===== config.mk =====
export PLATFORM = sky130hd
export DESIGN_NAME = alu_cmd_driver_flat
export DESIGN_NICKNAME = d
export VERILOG_FILES = /design/src/rtl/alu_pkg.sv /design/src/rtl/alu_cmd_driver_if.sv /design/src/rtl/alu_rsp_fifo.sv /design/src/rtl/alu_cmd_driver.sv /design/src/flat_wrapper.sv
export SDC_FILE = /design/constraint.sdc
export NUM_CORES = 1
export LEC_CHECK = 0
export ABC_AREA = 1
export BUFFER_PORTS_ARGS = -buffer_cell sky130_fd_sc_hd__buf_2
export CORE_ASPECT_RATIO = 1.4
export CORE_UTILIZATION = 60
export DETAILED_ROUTE_END_ITERATION = 8
export PLACE_DENSITY = 0.93
export REMOVE_ABC_BUFFERS = 1
export SYNTH_ARGS = -nofsm -noshare
export SYNTH_HDL_FRONTEND = slang
export SYNTH_HIERARCHICAL = 1
export SYNTH_SLANG_ARGS = --single-unit

===== constraint.sdc =====
create_clock -name clk -period 3 [get_ports clk]
set_input_delay 0.15 -clock clk [delete_from_list [all_inputs] [get_ports clk]]
set_output_delay 0.15 -clock clk [all_outputs]
set_load 0.02 [all_outputs]

===== src/rtl/alu_pkg.sv =====
// Shared ALU definitions: opcode encodings and datapath widths used by the
// command driver, its response FIFO and the combinational alu.
package alu_pkg;

    localparam int OP_W   = 3;
    localparam int OPND_W = 4;
    localparam int RES_W  = 8;

    localparam logic [OP_W-1:0] OP_ADD  = 3'b000;
    localparam logic [OP_W-1:0] OP_SUB  = 3'b001;
    localparam logic [OP_W-1:0] OP_AND  = 3'b010;
    localparam logic [OP_W-1:0] OP_OR   = 3'b011;
    localparam logic [OP_W-1:0] OP_XOR  = 3'b100;
    localparam logic [OP_W-1:0] OP_MUL  = 3'b101;
    localparam logic [OP_W-1:0] OP_NOT  = 3'b110;
    localparam logic [OP_W-1:0] OP_XNOR = 3'b111;

endpackage


===== src/rtl/alu_cmd_driver_if.sv =====
// Command and response channels between a command source (master) and the
// alu command driver (slave).
interface alu_cmd_driver_if #(
    parameter int TAG_W = 4
);
    import alu_pkg::*;

    logic              cmd_valid;
    logic              cmd_ready;
    logic [OP_W-1:0]   cmd_opcode;
    logic [OPND_W-1:0] cmd_a;
    logic [OPND_W-1:0] cmd_b;
    logic [TAG_W-1:0]  cmd_tag;

    logic              rsp_valid;
    logic              rsp_ready;
    logic [RES_W-1:0]  rsp_result;
    logic [TAG_W-1:0]  rsp_tag;

    modport master (
        output cmd_valid, cmd_opcode, cmd_a, cmd_b, cmd_tag, rsp_ready,
        input  cmd_ready, rsp_valid, rsp_result, rsp_tag
    );

    modport slave (
        input  cmd_valid, cmd_opcode, cmd_a, cmd_b, cmd_tag, rsp_ready,
        output cmd_ready, rsp_valid, rsp_result, rsp_tag
    );

endinterface


===== src/rtl/alu_rsp_fifo.sv =====
// Response FIFO: DEPTH entries of {result, tag}, synchronous reset,
// simultaneous push and pop allowed even when full.
module alu_rsp_fifo #(
    parameter int DEPTH = 4,
    parameter int WIDTH = 12
) (
    input  logic                     clk,
    input  logic                     rst,
    input  logic                     push,
    input  logic [WIDTH-1:0]         push_data,
    input  logic                     pop,
    output logic [WIDTH-1:0]         pop_data,
    output logic                     full,
    output logic                     empty,
    output logic [$clog2(DEPTH):0]   count
);

    localparam int PW = $clog2(DEPTH);

    logic [PW-1:0]    wr_ptr_q, wr_ptr_d;
    logic [PW-1:0]    rd_ptr_q, rd_ptr_d;
    logic [PW:0]      count_q, count_d;
    logic [WIDTH-1:0] mem_q [DEPTH];
    logic [WIDTH-1:0] mem_d [DEPTH];
    logic             do_push;
    logic             do_pop;

    assign empty    = (count_q == '0);
    assign full     = (count_q == (PW+1)'(DEPTH));
    assign count    = count_q;
    assign pop_data = mem_q[rd_ptr_q];
    assign do_pop   = pop & ~empty;
    assign do_push  = push & (~full | do_pop);

    // Next-state for storage, pointers and occupancy.
    always_comb begin
        mem_d    = mem_q;
        wr_ptr_d = wr_ptr_q;
        rd_ptr_d = rd_ptr_q;
        count_d  = count_q;
        if (do_push) begin
            mem_d[wr_ptr_q] = push_data;
            wr_ptr_d        = wr_ptr_q + PW'(1);
        end
        if (do_pop) begin
            rd_ptr_d = rd_ptr_q + PW'(1);
        end
        case ({do_push, do_pop})
            2'b10:   count_d = count_q + (PW+1)'(1);
            2'b01:   count_d = count_q - (PW+1)'(1);
            default: count_d = count_q;
        endcase
    end

    // Pointer and count registers; reset discards all buffered entries.
    always_ff @(posedge clk) begin
        if (rst) begin
            wr_ptr_q <= '0;
            rd_ptr_q <= '0;
            count_q  <= '0;
        end else begin
            wr_ptr_q <= wr_ptr_d;
            rd_ptr_q <= rd_ptr_d;
            count_q  <= count_d;
        end
    end

    // Storage array; contents are meaningless while count is zero.
    always_ff @(posedge clk) begin
        mem_q <= mem_d;
    end

endmodule


===== src/rtl/alu_cmd_driver.sv =====
// Drives the alu from a tagged command channel: one stage register feeds the
// alu, its result is captured a cycle later into the response FIFO, and
// responses return in command order.
module alu_cmd_driver
    import alu_pkg::*;
#(
    parameter int DEPTH = 4,
    parameter int TAG_W = 4,
    parameter int CNT_W = 16
) (
    input  logic              clk,
    input  logic              rst,
    alu_cmd_driver_if.slave   bus,
    output logic [OP_W-1:0]   alu_opcode,
    output logic [OPND_W-1:0] alu_a,
    output logic [OPND_W-1:0] alu_b,
    input  logic [RES_W-1:0]  alu_result,
    output logic [CNT_W-1:0]  ops_issued
);

    localparam int CW = $clog2(DEPTH) + 1;

    logic              s_valid_q, s_valid_d;
    logic [OP_W-1:0]   s_opcode_q, s_opcode_d;
    logic [OPND_W-1:0] s_a_q, s_a_d;
    logic [OPND_W-1:0] s_b_q, s_b_d;
    logic [TAG_W-1:0]  s_tag_q, s_tag_d;
    logic [CNT_W-1:0]  ops_q, ops_d;

    logic              accept;
    logic [CW:0]       occupancy;
    logic [CW-1:0]     fifo_count;
    logic              fifo_full;
    logic              fifo_empty;
    logic [RES_W+TAG_W-1:0] fifo_head;

    assign alu_opcode = s_opcode_q;
    assign alu_a      = s_a_q;
    assign alu_b      = s_b_q;
    assign ops_issued = ops_q;

    // Ready counts the stage entry as already occupying a FIFO slot, so a
    // full FIFO alone is not enough to gate commands.
    always_comb begin
        occupancy     = {1'b0, fifo_count} + {{CW{1'b0}}, s_valid_q};
        bus.cmd_ready = ~rst & ~fifo_full & (occupancy < (CW+1)'(DEPTH));
        accept        = bus.cmd_valid & bus.cmd_ready;
    end

    // Stage reload on accept; alu inputs hold their last value when idle.
    always_comb begin
        s_valid_d  = accept;
        s_opcode_d = s_opcode_q;
        s_a_d      = s_a_q;
        s_b_d      = s_b_q;
        s_tag_d    = s_tag_q;
        ops_d      = ops_q;
        if (accept) begin
            s_opcode_d = bus.cmd_opcode;
            s_a_d      = bus.cmd_a;
            s_b_d      = bus.cmd_b;
            s_tag_d    = bus.cmd_tag;
            if (ops_q != '1) begin
                ops_d = ops_q + CNT_W'(1);
            end
        end
    end

    // Stage and counter registers; reset drops any in-flight command.
    always_ff @(posedge clk) begin
        if (rst) begin
            s_valid_q  <= 1'b0;
            s_opcode_q <= '0;
            s_a_q      <= '0;
            s_b_q      <= '0;
            s_tag_q    <= '0;
            ops_q      <= '0;
        end else begin
            s_valid_q  <= s_valid_d;
            s_opcode_q <= s_opcode_d;
            s_a_q      <= s_a_d;
            s_b_q      <= s_b_d;
            s_tag_q    <= s_tag_d;
            ops_q      <= ops_d;
        end
    end

    alu_rsp_fifo #(
        .DEPTH (DEPTH),
        .WIDTH (RES_W + TAG_W)
    ) u_fifo (
        .clk       (clk),
        .rst       (rst),
        .push      (s_valid_q),
        .push_data ({alu_result, s_tag_q}),
        .pop       (bus.rsp_valid & bus.rsp_ready),
        .pop_data  (fifo_head),
        .full      (fifo_full),
        .empty     (fifo_empty),
        .count     (fifo_count)
    );

    // Head of FIFO presented on the response channel.
    always_comb begin
        bus.rsp_valid  = ~fifo_empty;
        bus.rsp_result = fifo_head[RES_W+TAG_W-1:TAG_W];
        bus.rsp_tag    = fifo_head[TAG_W-1:0];
    end

endmodule


===== src/flat_wrapper.sv =====
// flat-port wrapper written by rule: the top's interface ports become plain ports
module alu_cmd_driver_flat import alu_pkg::*;
#(
    parameter int DEPTH = 4,
    parameter int TAG_W = 4,
    parameter int CNT_W = 16
)
  (clk, rst, alu_opcode, alu_a, alu_b, alu_result, ops_issued, bus_cmd_valid, bus_cmd_opcode, bus_cmd_a, bus_cmd_b, bus_cmd_tag, bus_rsp_ready, bus_cmd_ready, bus_rsp_valid, bus_rsp_result, bus_rsp_tag);
  alu_cmd_driver_if #(.TAG_W(TAG_W)) bus_i ();
  input  logic clk;
  input  logic rst;
  output logic [OP_W-1:0] alu_opcode;
  output logic [OPND_W-1:0] alu_a;
  output logic [OPND_W-1:0] alu_b;
  input  logic [RES_W-1:0] alu_result;
  output logic [CNT_W-1:0] ops_issued;
  input wire logic [$bits(bus_i.cmd_valid)-1:0] bus_cmd_valid;
  input wire logic [$bits(bus_i.cmd_opcode)-1:0] bus_cmd_opcode;
  input wire logic [$bits(bus_i.cmd_a)-1:0] bus_cmd_a;
  input wire logic [$bits(bus_i.cmd_b)-1:0] bus_cmd_b;
  input wire logic [$bits(bus_i.cmd_tag)-1:0] bus_cmd_tag;
  input wire logic [$bits(bus_i.rsp_ready)-1:0] bus_rsp_ready;
  output wire logic [$bits(bus_i.cmd_ready)-1:0] bus_cmd_ready;
  output wire logic [$bits(bus_i.rsp_valid)-1:0] bus_rsp_valid;
  output wire logic [$bits(bus_i.rsp_result)-1:0] bus_rsp_result;
  output wire logic [$bits(bus_i.rsp_tag)-1:0] bus_rsp_tag;
  assign bus_i.cmd_valid = bus_cmd_valid;
  assign bus_i.cmd_opcode = bus_cmd_opcode;
  assign bus_i.cmd_a = bus_cmd_a;
  assign bus_i.cmd_b = bus_cmd_b;
  assign bus_i.cmd_tag = bus_cmd_tag;
  assign bus_i.rsp_ready = bus_rsp_ready;
  assign bus_cmd_ready = bus_i.cmd_ready;
  assign bus_rsp_valid = bus_i.rsp_valid;
  assign bus_rsp_result = bus_i.rsp_result;
  assign bus_rsp_tag = bus_i.rsp_tag;
  alu_cmd_driver #(.DEPTH(DEPTH), .TAG_W(TAG_W), .CNT_W(CNT_W)) u_core (.clk(clk), .rst(rst), .bus(bus_i), .alu_opcode(alu_opcode), .alu_a(alu_a), .alu_b(alu_b), .alu_result(alu_result), .ops_issued(ops_issued));
endmodule

=== Word level (Yosys, flattened, before mapping) ===
Index checks and enable logic that the tools add are counted.
Widths: inputs -> output; s select.

* Bitwise logic cells: 12
* $add $sub $neg: 6
* Reductions and logical operators: 4
* Magnitude comparators: 4
* Equality and inequality tests: 4
* Multiplexer cells: 7

{| class="wikitable"
|+ Operators with widths
! kind !! count
|-
| $bwmux 48 || 1
|-
| $mux 12 || 3
|-
| $bmux 12 s2 || 1
|-
| $demux 12 s2 || 1
|-
| $add 16x1->16 const B || 1
|-
| $ne 16x16->1 const B || 1
|-
| $and 1x1->1 || 6
|-
| $ge 3x3->1 const B || 2
|-
| $not 2->3 || 2
|-
| $pmux 3 s2 || 1
|-
| $add 2x1->2 const B || 2
|-
| $add 3x1->4 || 1
|-
| $lt 4x3->1 const B || 1
|-
| $add 3x1->3 const B || 1
|-
| $eq 3x3->1 const B || 1
|-
| $logic_not 3->1 || 1
|-
| $lt 3x1->1 const B || 1
|-
| $not 1->1 || 3
|-
| $sub 3x1->3 const B || 1
|-
| $eq 2x1->1 const B || 1
|-
| $eq 2x2->1 const B || 1
|-
| $reduce_and 2->1 || 1
|-
| $reduce_bool 2->1 || 1
|-
| $logic_and 1x1->1 || 1
|-
| $or 1x1->1 || 1
|}

* Register bits after elaboration: 87
* Input bits: 27
* Logic and storage cells: 50

=== Logic depth before layout (Yosys ltp) ===
Gate-level depths: netlist (run 1).

* Word-level depth: 8
* Gate-level depth with buffers: 16

=== By module ===
The synthesis (run 1) kept the hierarchy.

{| class="wikitable"
|+ Modules (own cells, without submodules)
! module !! instances !! cells each !! area each (sq um) !! sequential area each (sq um)
|-
| alu_rsp_fifo || 1 || 186 || 2270.9 || 1581.5
|-
| alu_cmd_driver || 1 || 222 || 1552.7 || 640.6
|}

=== Worst setup path after synthesis (run 1) ===
No wires, ideal clock.

* Path kind: reg-to-reg
* From: reg u_core.u_fifo.count_q[0], in the netlist u_core/u_fifo/count[0]
* To: reg u_core.u_fifo.count_q[2], in the netlist u_core/u_fifo/count[2]
* Stages on the path, launching flop included: 17
* Setup slack: 1034 ps
* Library setup time: 113 ps
* Arrival: 1853 ps
* Required time: 2887 ps
* Path buffers: 0
* Cell sequence: dfxtp_1 -> nor2_2 -> nand2_2 -> inv_1 -> nor2_1 -> inv_1 -> nand3_2 -> nand2_1 -> ha_1 -> inv_1 -> fa_1 -> inv_1 -> nand2_1 -> nand3_1 -> nand2_1 -> nand2_1 -> nor2_1

* Cells in the longest elaborated chain, start to end: 8

{| class="wikitable"
|+ Ends and longest elaborated chain
! what !! RTL line !! RTL
|-
| start, declared || alu_rsp_fifo.sv:22 || <nowiki>logic [PW:0] count_q, count_d;</nowiki>
|-
| start signal, assigned || alu_rsp_fifo.sv:64 || <nowiki>count_q <= count_d;</nowiki>
|-
| $logic_not 3->1 * || alu_rsp_fifo.sv:28 || <nowiki>assign empty = (count_q == '0);</nowiki>
|-
| via u_core.fifo_empty || alu_cmd_driver.sv:34 || <nowiki>logic fifo_empty;</nowiki>
|-
| $not 1->1 * || alu_rsp_fifo.sv:32, alu_cmd_driver.sv:105 ||
|-
| $and 1x1->1 || alu_cmd_driver.sv:96 || <nowiki>.pop (bus.rsp_valid & bus.rsp_ready),</nowiki>
|-
| $and 1x1->1 * || alu_rsp_fifo.sv:32 || <nowiki>assign do_pop = pop & ~empty;</nowiki>
|-
| $or 1x1->1 || alu_rsp_fifo.sv:33 || <nowiki>assign do_push = push & (~full | do_pop);</nowiki>
|-
| $and 1x1->1 || alu_rsp_fifo.sv:33 ||
|-
| $eq 2x1->1 or $eq 2x2->1 (tied branches) || alu_rsp_fifo.sv:48 || <nowiki>case ({do_push, do_pop})</nowiki>
|-
| $pmux 3 s2 or $reduce_bool 2->1 (tied branches) || n/a ||
|}

Mark *: on every way through the listed nets, which the timed path passes. The rest lies on a longest branch.
A chain may end at the register's enable or synchronous reset.

=== Worst setup path in the final report (run 1) ===
Same ends and word-level chain as after synthesis.

==> run summary, run 1 <==
The flow ran to the end, and the final reports show no timing, DRC or antenna violations. The y dimension of the die is 96.5 um. The worst setup path is launched from a register. The average size of a mapped cell came out at 9.37 sq um. The final non-filler cell total is 561. The number of nets still failing antenna checks after routing is 0. The count of warnings emitted by yosys came out at 6.

The minimum setup slack among reg-to-reg paths is 0.76 ns. The final max-slew violation count is 0. Counting along the longest clock path gives a buffer depth of 2. The overall fraction of global-route tracks in use came out at 24.1%.

The synthesized netlist devotes 21.0% of its cell area to simple gates. Wires add up to 7880 um. After detailed routing, the number of remaining DRC violations is 0. Data on the critical path is required at its endpoint by 3.25 ns. The part of the cycle the worst path needs came out at 74.7%. The count of clock tree sinks came out at 87. The maximum level of the CTS H-tree is 3. The total of max-cap violations came out at 0.

The average wire length per cell after detail routing is 14.1 um. Entering global routing, the biggest net connects 31 pins. In this run the clock root is driven by a sky130_fd_sc_hd__clkbuf_8. In the final layout, the share of cells above drive strength 1 is 20.4%.

The number of cells after detailed placement is 538. The final-report hold violation count is 0. The minimum clock period came out at 2.24 ns. The signed area change from the synthesized netlist to the final layout came out at 16.0%.

The number of distinct library cell variants in the gate-level netlist after synthesis came out at 32. Sequential cells were found to cover 58.1% of the synthesized design area. The initial antenna violation count came out at 0.

The startpoint identified for the worst register-to-register timing path is u_core/u_fifo/count[0]. The count of nets after finishing came out at 518. The fraction of the mapped netlist area in compound gates came out at 10.3%. For this configuration, the core starts out at a cell density of 62.0%. The largest single stage delay on the critical path is 0.39 ns. The HPWL after detailed placement came out at 5440 um. The worst IR drop on VDD came out at 0.492 mV.

The total power draw came out at 2.51 mW. The layout has 440 filler cells. In this run the post-CTS setup repair buffer count came out at 0. Setup repair after global routing left no endpoint under its margin. The post-route worst hold slack came out at 0.0246 ns. The xor/xnor share of the synthesized area came out at 1.15%. The post-cts resize count came out at 0. For this design the ratio of total power to cell area is 566 nW/um^2. The analysis attributes to cell leakage a power of 1.80 nW. The global placement routability congestion is 0.872. The normalized max-slew margin came out at 53.7%.

The antenna diode count came out at 0. Counting every instance in the synthesized netlist gives 408. The number of global-route vias before repair is 2814.

The post-synthesis instance area came out at 3820 sq um. The cell row count is 34. After synthesis, the largest family of logic cells by area is simple AND/OR/NAND/NOR gates.

The wire length of the first global-routing pass is 12500 um. The insertion delay to the later sink of the worst-skew pair came out at 0.36 ns. The number of buffers created by CTS is 9. The share of cell area taken by muxes after synthesis came out at 0%. The worst setup path category is register to register. In this run the count of I/O pins placed on the die edge is 68.

The first TritonRoute pass finished after 7 iterations. The clock tree from TritonCTS is yes. The setup TNS came out at 0 ns.

The clock edge transition at the registers on the reported setup and hold paths is 0.09 ns. The number of buffers inserted by port buffering came out at 67. The synthesized design contains 87 register bits. The core region is 6170 sq um. In this run the most critical hold path is launched from alu_result[2]. The overall overflow remaining after global route came out at 0. The element type at the critical path end is a register. The min-delay analysis places its worst path in the category primary input to register. The clock tree skew after final layout came out at 0.00891 ns. The highest clock frequency the design can meet is 446 MHz. The arithmetic-cell share of the synthesized area counting full adders, half adders and majority gates is 2.49%. The die width came out at 69.5 um. The mean number of vias per cell is 5.54. The number of design-rule violations left by the first detailed-router iteration is 171. The number of vias in the routed layout is 3106. The die covers 6700 sq um.

The actual transition at the worst max-transition pin is 0.693 ns. The most critical setup path has its startpoint at u_core/u_fifo/count[0]. Measured on the finished design, the core utilization comes to 71.9%. The largest fanout on the critical path is 5.

Traced cell by cell, the critical path runs through nor2_2, nand2_2, inv_1, nor2_1, inv_1, nand3_2, nand2_1, ha_1, inv_1, fa_1, inv_1, nand2_1, nand3_1, nand2_1, nand2_1, nor2_1. The worst path arrival time came out at 2.49 ns. The slowest stage of the critical path is the sky130_fd_sc_hd__fa_1 cell.

The number of failing setup endpoints in the final timing report came out at 0.
layout by cell type (no fill, tap or decap), types with 3 or more instances in the layout:
cell,synthesis,layout
sky130_fd_sc_hd__a21oi_1,33,33
sky130_fd_sc_hd__buf_2,2,67
sky130_fd_sc_hd__buf_4,3,5
sky130_fd_sc_hd__clkbuf_8,0,9
sky130_fd_sc_hd__dfxtp_1,39,39
sky130_fd_sc_hd__dlygate4sd3_1,0,7
sky130_fd_sc_hd__edfxtp_1,48,48
sky130_fd_sc_hd__ha_1,6,6
sky130_fd_sc_hd__inv_1,34,34
sky130_fd_sc_hd__inv_6,0,3
sky130_fd_sc_hd__nand2_1,96,96
sky130_fd_sc_hd__nand3_1,16,16
sky130_fd_sc_hd__nand4_1,6,6
sky130_fd_sc_hd__nor2_1,55,55
sky130_fd_sc_hd__o21ai_0,17,17
sky130_fd_sc_hd__o21ai_1,10,10
sky130_fd_sc_hd__o22ai_1,12,12
sky130_fd_sc_hd__xor2_1,3,3
Yosys cell counts:
library cell / instances / share of area, %
sky130_fd_sc_hd__nand3_2: 2 / 0.52
sky130_fd_sc_hd__nand4_1: 6 / 0.98
sky130_fd_sc_hd__nor2_2: 2 / 0.33
sky130_fd_sc_hd__fa_1: 1 / 0.52
sky130_fd_sc_hd__ha_1: 6 / 2.0
sky130_fd_sc_hd__o22ai_1: 12 / 2.0
sky130_fd_sc_hd__o21ai_1: 10 / 1.3
sky130_fd_sc_hd__o21ai_0: 17 / 2.2
sky130_fd_sc_hd__nor2_4: 2 / 0.59
sky130_fd_sc_hd__edfxtp_1: 48 / 38
sky130_fd_sc_hd__nand3_1: 16 / 2.1
sky130_fd_sc_hd__buf_2: 2 / 0.26
sky130_fd_sc_hd__a21oi_2: 1 / 0.23
sky130_fd_sc_hd__nor3_1: 2 / 0.26
sky130_fd_sc_hd__o21ai_2: 1 / 0.23
sky130_fd_sc_hd__nand2_1: 96 / 9.4
sky130_fd_sc_hd__buf_4: 3 / 0.59
sky130_fd_sc_hd__xnor2_1: 2 / 0.46
sky130_fd_sc_hd__xor2_1: 3 / 0.69
sky130_fd_sc_hd__a21oi_1: 33 / 4.3
sky130_fd_sc_hd__buf_8: 1 / 0.39
sky130_fd_sc_hd__nand4_4: 1 / 0.56
sky130_fd_sc_hd__nand3b_1: 1 / 0.20
sky130_fd_sc_hd__nand2_2: 1 / 0.16
sky130_fd_sc_hd__clkbuf_1: 2 / 0.20
sky130_fd_sc_hd__inv_2: 1 / 0.098
sky130_fd_sc_hd__dfxtp_1: 39 / 20
sky130_fd_sc_hd__nor2_1: 55 / 5.4
sky130_fd_sc_hd__nor2_8: 1 / 0.52
sky130_fd_sc_hd__inv_1: 34 / 3.3
sky130_fd_sc_hd__inv_8: 1 / 0.29
sky130_fd_sc_hd__buf_6: 6 / 1.8
flip-flops by register name, indices dropped and copies added (netlist names):
name and flops:
u_core/ops_issued 16, u_core/u_fifo/rd_ptr_q 2, u_core/s_valid_q 1, u_core/alu_b 4, u_core/alu_a 4, u_core/u_fifo/mem_q 48
u_core/u_fifo/wr_ptr_q 2, u_core/u_fifo/count 3, u_core/s_tag_q 4, u_core/alu_opcode 3
layout make-up:
cell class              instances  area, sq um  share of cell area [%]
clock inverters                 7         76.3                    1.72
well taps                      72         90.1                    2.03
inverters                      36          143                    3.22
repair buffers                 79          443                    9.99
clock buffers                   9          124                    2.79
multi-input cells             271         1340                    30.1
flip-flops and latches         87         2220                    50.1
routing by layer:
| layer | GRT usage [%] | vias up | routed length [um] |
|---|---|---|---|
| li1 | - | 1513 | - |
| met1 | 25.2 | 1447 | 3060 |
| met2 | 45.6 | 124 | 4220 |
| met3 | 5.91 | 22 | 455 |
| met4 | 11.1 | 0 | 153 |
| met5 | 0 | - | 0 |
metrics by stage:
step / setup WS, ns / instance area [sq um]
2_1_floorplan: 1.03 / 3700
3_3_place_gp: 0.940 / 4160
3_5_place_dp: 0.789 / 4160
4_1_cts: 0.780 / 4420
5_1_grt: 0.543 / 4430
6_report: 0.759 / 4430
cells by family after synthesis:
logic type	count (synthesis)
compound gates	74
xor+xnor	5
fa+ha+maj	7
buf+inv	50
flops	87
simple gates	185
worst max-delay path, delay by kind of cell, from the launching register on:
kind	cells	cell delay, ns
AND/OR/NAND/NOR	10	0.95
adder cells (fa/ha/maj)	2	0.58
flip-flops	1	0.35
buffers and inverters	4	0.29
what timing repair did:
action,CTS,global route
endpoints found under the setup margin,0,0
hold buffers,6,1
endpoints found under the hold margin,24,4
report_power, final:
group	internal (mW)	switching, mW
combinational	0.118	0.233
clock	0.392	0.423
sequential	1.30	0.0385
total	1.81	0.694
path summary, 6_finish.rpt:
kind,to,depth (start not counted)
setup / recovery,u_core/u_fifo/count[2],16
hold / removal,u_core/u_fifo/mem_q[6],1
setup reg to reg,u_core/u_fifo/count[2],16
hold reg to reg,u_core/alu_a[1],2
Note: power is estimated with default switching activity, not from simulation.
==> inputs of run 2 (changes only) <==
--- a/config.mk
+++ b/config.mk
@@ -8,9 +8,9 @@
 export ABC_AREA = 1
 export BUFFER_PORTS_ARGS = -buffer_cell sky130_fd_sc_hd__buf_2
 export CORE_ASPECT_RATIO = 1.4
-export CORE_UTILIZATION = 60
+export CORE_UTILIZATION = 50
 export DETAILED_ROUTE_END_ITERATION = 8
-export PLACE_DENSITY = 0.93
+export PLACE_DENSITY = 0.83
 export REMOVE_ABC_BUFFERS = 1
 export SYNTH_ARGS = -nofsm -noshare
 export SYNTH_HDL_FRONTEND = slang
==> constraint.sdc (replaced) <==
create_clock -name clk -period 1.9 [get_ports clk]
set_input_delay 0.095 -clock clk [delete_from_list [all_inputs] [get_ports clk]]
set_output_delay 0.095 -clock clk [all_outputs]
set_load 0.02 [all_outputs]
==> run 2 against run 1 <==
Effect of this change: global-route usage fell by 2.5 points; sequential power up 57%; clock skew increased by 0.0079 ns; power grew 61%; register-to-register slack lost 0.69 ns; core utilization shrank 6.6 points; highest routed layer unchanged; setup slack worse by 0.69 ns.
==> run summary, run 2 (same netlist as run 1, synthesis figures left out) <==
The number of iterations in the first detailed-routing pass is 4. The clock tree skew after final layout is 0.0168 ns. The clock tree synthesis step divided the H-tree into 3 levels. The mean number of vias per cell is 5.12.

The insertion delay to the later sink of the worst-skew pair is 0.35 ns. The wire length of the first global-routing pass came out at 13400 um. For this run, the slowest stage of the critical path takes 0.36 ns.

The number of buffers inserted by port buffering came out at 67. Data on the critical path is required at its endpoint by 2.16 ns. The commonest non-fill, non-tap cell in the layout is sky130_fd_sc_hd__nand2_1. The average wire length per cell after detail routing came out at 13.6 um. The final max-slew violation count came out at 0.

The final non-filler cell area is 4810 sq um. The share of cells above drive strength 1 is 25.6%. The worst setup path is launched from a register. In this run the register-to-register setup slack is 0.06 ns. Routability-driven placement finished with a final weighted congestion of 0.858. The reg-to-reg critical path startpoint is u_core/u_fifo/count[0]. The number of design-rule violations left by the first detailed-router iteration came out at 168. For this design the top-level I/O count stands at 68.

The part of the cycle the worst path needs is 96.6%. The actual transition at the worst max-transition pin came out at 0.578 ns. In this design, the critical path's most frequently occurring cell is sky130_fd_sc_hd__nand2_1.

The maximum number of pins on one net before global-route repair came out at 30. Among all stages on the critical path, the largest delay is contributed by sky130_fd_sc_hd__fa_2. The worst path needs 1.84 ns of the cycle, external delays included. Relative to the synthesized area, the layout overhead comes to 25.8%. The residual DRC count is 0. The initial antenna violation count is 0. The clock passes through at most 2 buffers. In this run the standard cell core region covers 7360 sq um. The register with the most flip-flops in the layout has 48 of them.

The worst path arrival time came out at 2.09 ns. The startpoint identified for the worst hold timing path is bus_cmd_tag[2]. The overall overflow remaining after global route came out at 0. The normalized max-slew margin is 61.4%. The most critical setup path has its startpoint at u_core/u_fifo/count[0]. The number of vias in the routed layout came out at 3178. The number of global-route vias before repair came out at 3085.

CTS placed an instance of sky130_fd_sc_hd__clkbuf_8 at the clock tree root. The worst setup path is of the register to register kind. The largest fanout on the critical path is 4. The register with the most flip-flops in the final layout is u_core/u_fifo/mem_q. The final-report hold violation count came to 0. The leakage power is 1.96 nW. The placed instances occupy a cell area of 4320 sq um. The min-delay analysis places its worst path in the category primary input to register. In this run the core area contains 37 standard-cell rows. The clock edge transition at the registers on the reported setup and hold paths came out at 0.10 ns. The power density of the placed cells is 842 nW/um^2.

The number of nets still failing antenna checks after routing came out at 0. Setup repair after global routing could not meet its margin everywhere. The post-route worst hold slack is 0.0186 ns. The finished layout holds 621 standard cells, fillers aside. STA classifies the critical path endpoint as a register. Measured along the y axis, the die boundary spans 105 um. For this run, the top clock speed supported by timing is 545 MHz. The HPWL after detailed placement is 5360 um. The overall fraction of global-route tracks in use is 21.6%. The die width came out at 75.9 um.

The clock tree from TritonCTS is yes. In the layout the commonest cells are sky130_fd_sc_hd__nand2_1, sky130_fd_sc_hd__buf_2, sky130_fd_sc_hd__nor2_1. The flow ran to the end, and the final reports show no timing, DRC or antenna violations. The layout filler cell count came out at 543. Walking the worst path, the cells encountered are nor2_4, nand2_2, inv_2, nor2_4, inv_1, nand3_2, nand2_2, ha_4, inv_2, fa_2, inv_1, nand2_1, nand3_2, nand2_1, nand2_1, nor2_1. The final layout contains routed wiring with a total length of 8450 um.

The count of nets after finishing came out at 553. Setup violations remaining at the end of the flow were counted as 0. The total of max-cap violations came out at 0. The effective utilization at floorplan came out at 51.9%. The number of cells after detailed placement came out at 579. The count of clock tree sinks came out at 87. The die covers 8010 sq um. The antenna diode count is 0.

Buffers inserted during clock tree synthesis total 9. The worst IR drop on VDD came out at 0.594 mV.
-- run 2: cell count changes in the layout (fill, tap and decap cells not counted), moves of 3 or more --
cell	previous run	this run
sky130_fd_sc_hd__buf_4	5	25
sky130_fd_sc_hd__dfxtp_1	39	36
sky130_fd_sc_hd__dfxtp_2	0	3
sky130_fd_sc_hd__dlygate4sd3_1	7	22
sky130_fd_sc_hd__inv_1	34	31
sky130_fd_sc_hd__inv_2	1	4
-- run 2: timing repair --
| item | 4_1_cts | 5_1_grt |
|---|---|---|
| hold buffers | 22 | 0 |
| pin swaps | 2 | 5 |
| setup endpoints to repair | 3 | 4 |
| gates cloned | 0 | 0 |
| setup buffers | 0 | 4 |
| gates resized for setup | 5 | 11 |
| endpoints found under the hold margin | 46 | 0 |
-- run 2: final timing paths --
kind | end | depth (start not counted)
hold reg to reg | u_core/alu_b[2] | 2
setup / recovery | u_core/u_fifo/count[2] | 16
hold / removal | u_core/s_tag_q[2] | 3
setup reg to reg | u_core/u_fifo/count[2] | 16
-- run 2: layer usage --
layer / share of wire, % / up-vias / global-route usage (%)
met4: 2.0 / 0 / 11.7
met2: 55 / 102 / 41.2
met5: 0 / - / 0
met3: 5.1 / 16 / 5.54
met1: 38 / 1477 / 21.0
li1: - / 1583 / -
-- run 2: layout make-up --
cell class | count | area, sq um | area share, %
tap | 97 | 121 | 2.52
clock buffer | 9 | 124 | 2.58
multi-input combinational | 271 | 1380 | 28.7
timing repair buffer | 114 | 743 | 15.5
inverter | 36 | 143 | 2.97
sequential | 87 | 2230 | 46.3
clock inverter | 7 | 72.6 | 1.51
-- run 2: critical path, delay by kind of cell, from the launching register on --
kind	cells	cell delay, ns
fa+ha+maj	2	0.50
buf+inv	4	0.25
flops	1	0.35
simple gates	10	0.64
-- run 2: report_power, final --
part           total, mW  internal [mW]  switching (mW)
clock               1.22          0.513           0.707
sequential          2.11           2.06          0.0452
combinational      0.722          0.287           0.435
total               4.05           2.86            1.19
-- run 2: through the flow --
stage / power [mW] / utilization (%) / TNS (ns) / setup slack, ns
finish: 4.05 / 65.3 / 0 / 0.0644
global route: 4.22 / 65.3 / -0.153 / -0.0785
CTS: 4.02 / 64.5 / 0 / 0.00190
detailed placement: 2.76 / 58.6 / -0.0917 / -0.0783
global placement: 2.74 / 58.6 / 0 / 0.00916
floorplan: 2.50 / - / -2.35 / -0.0659
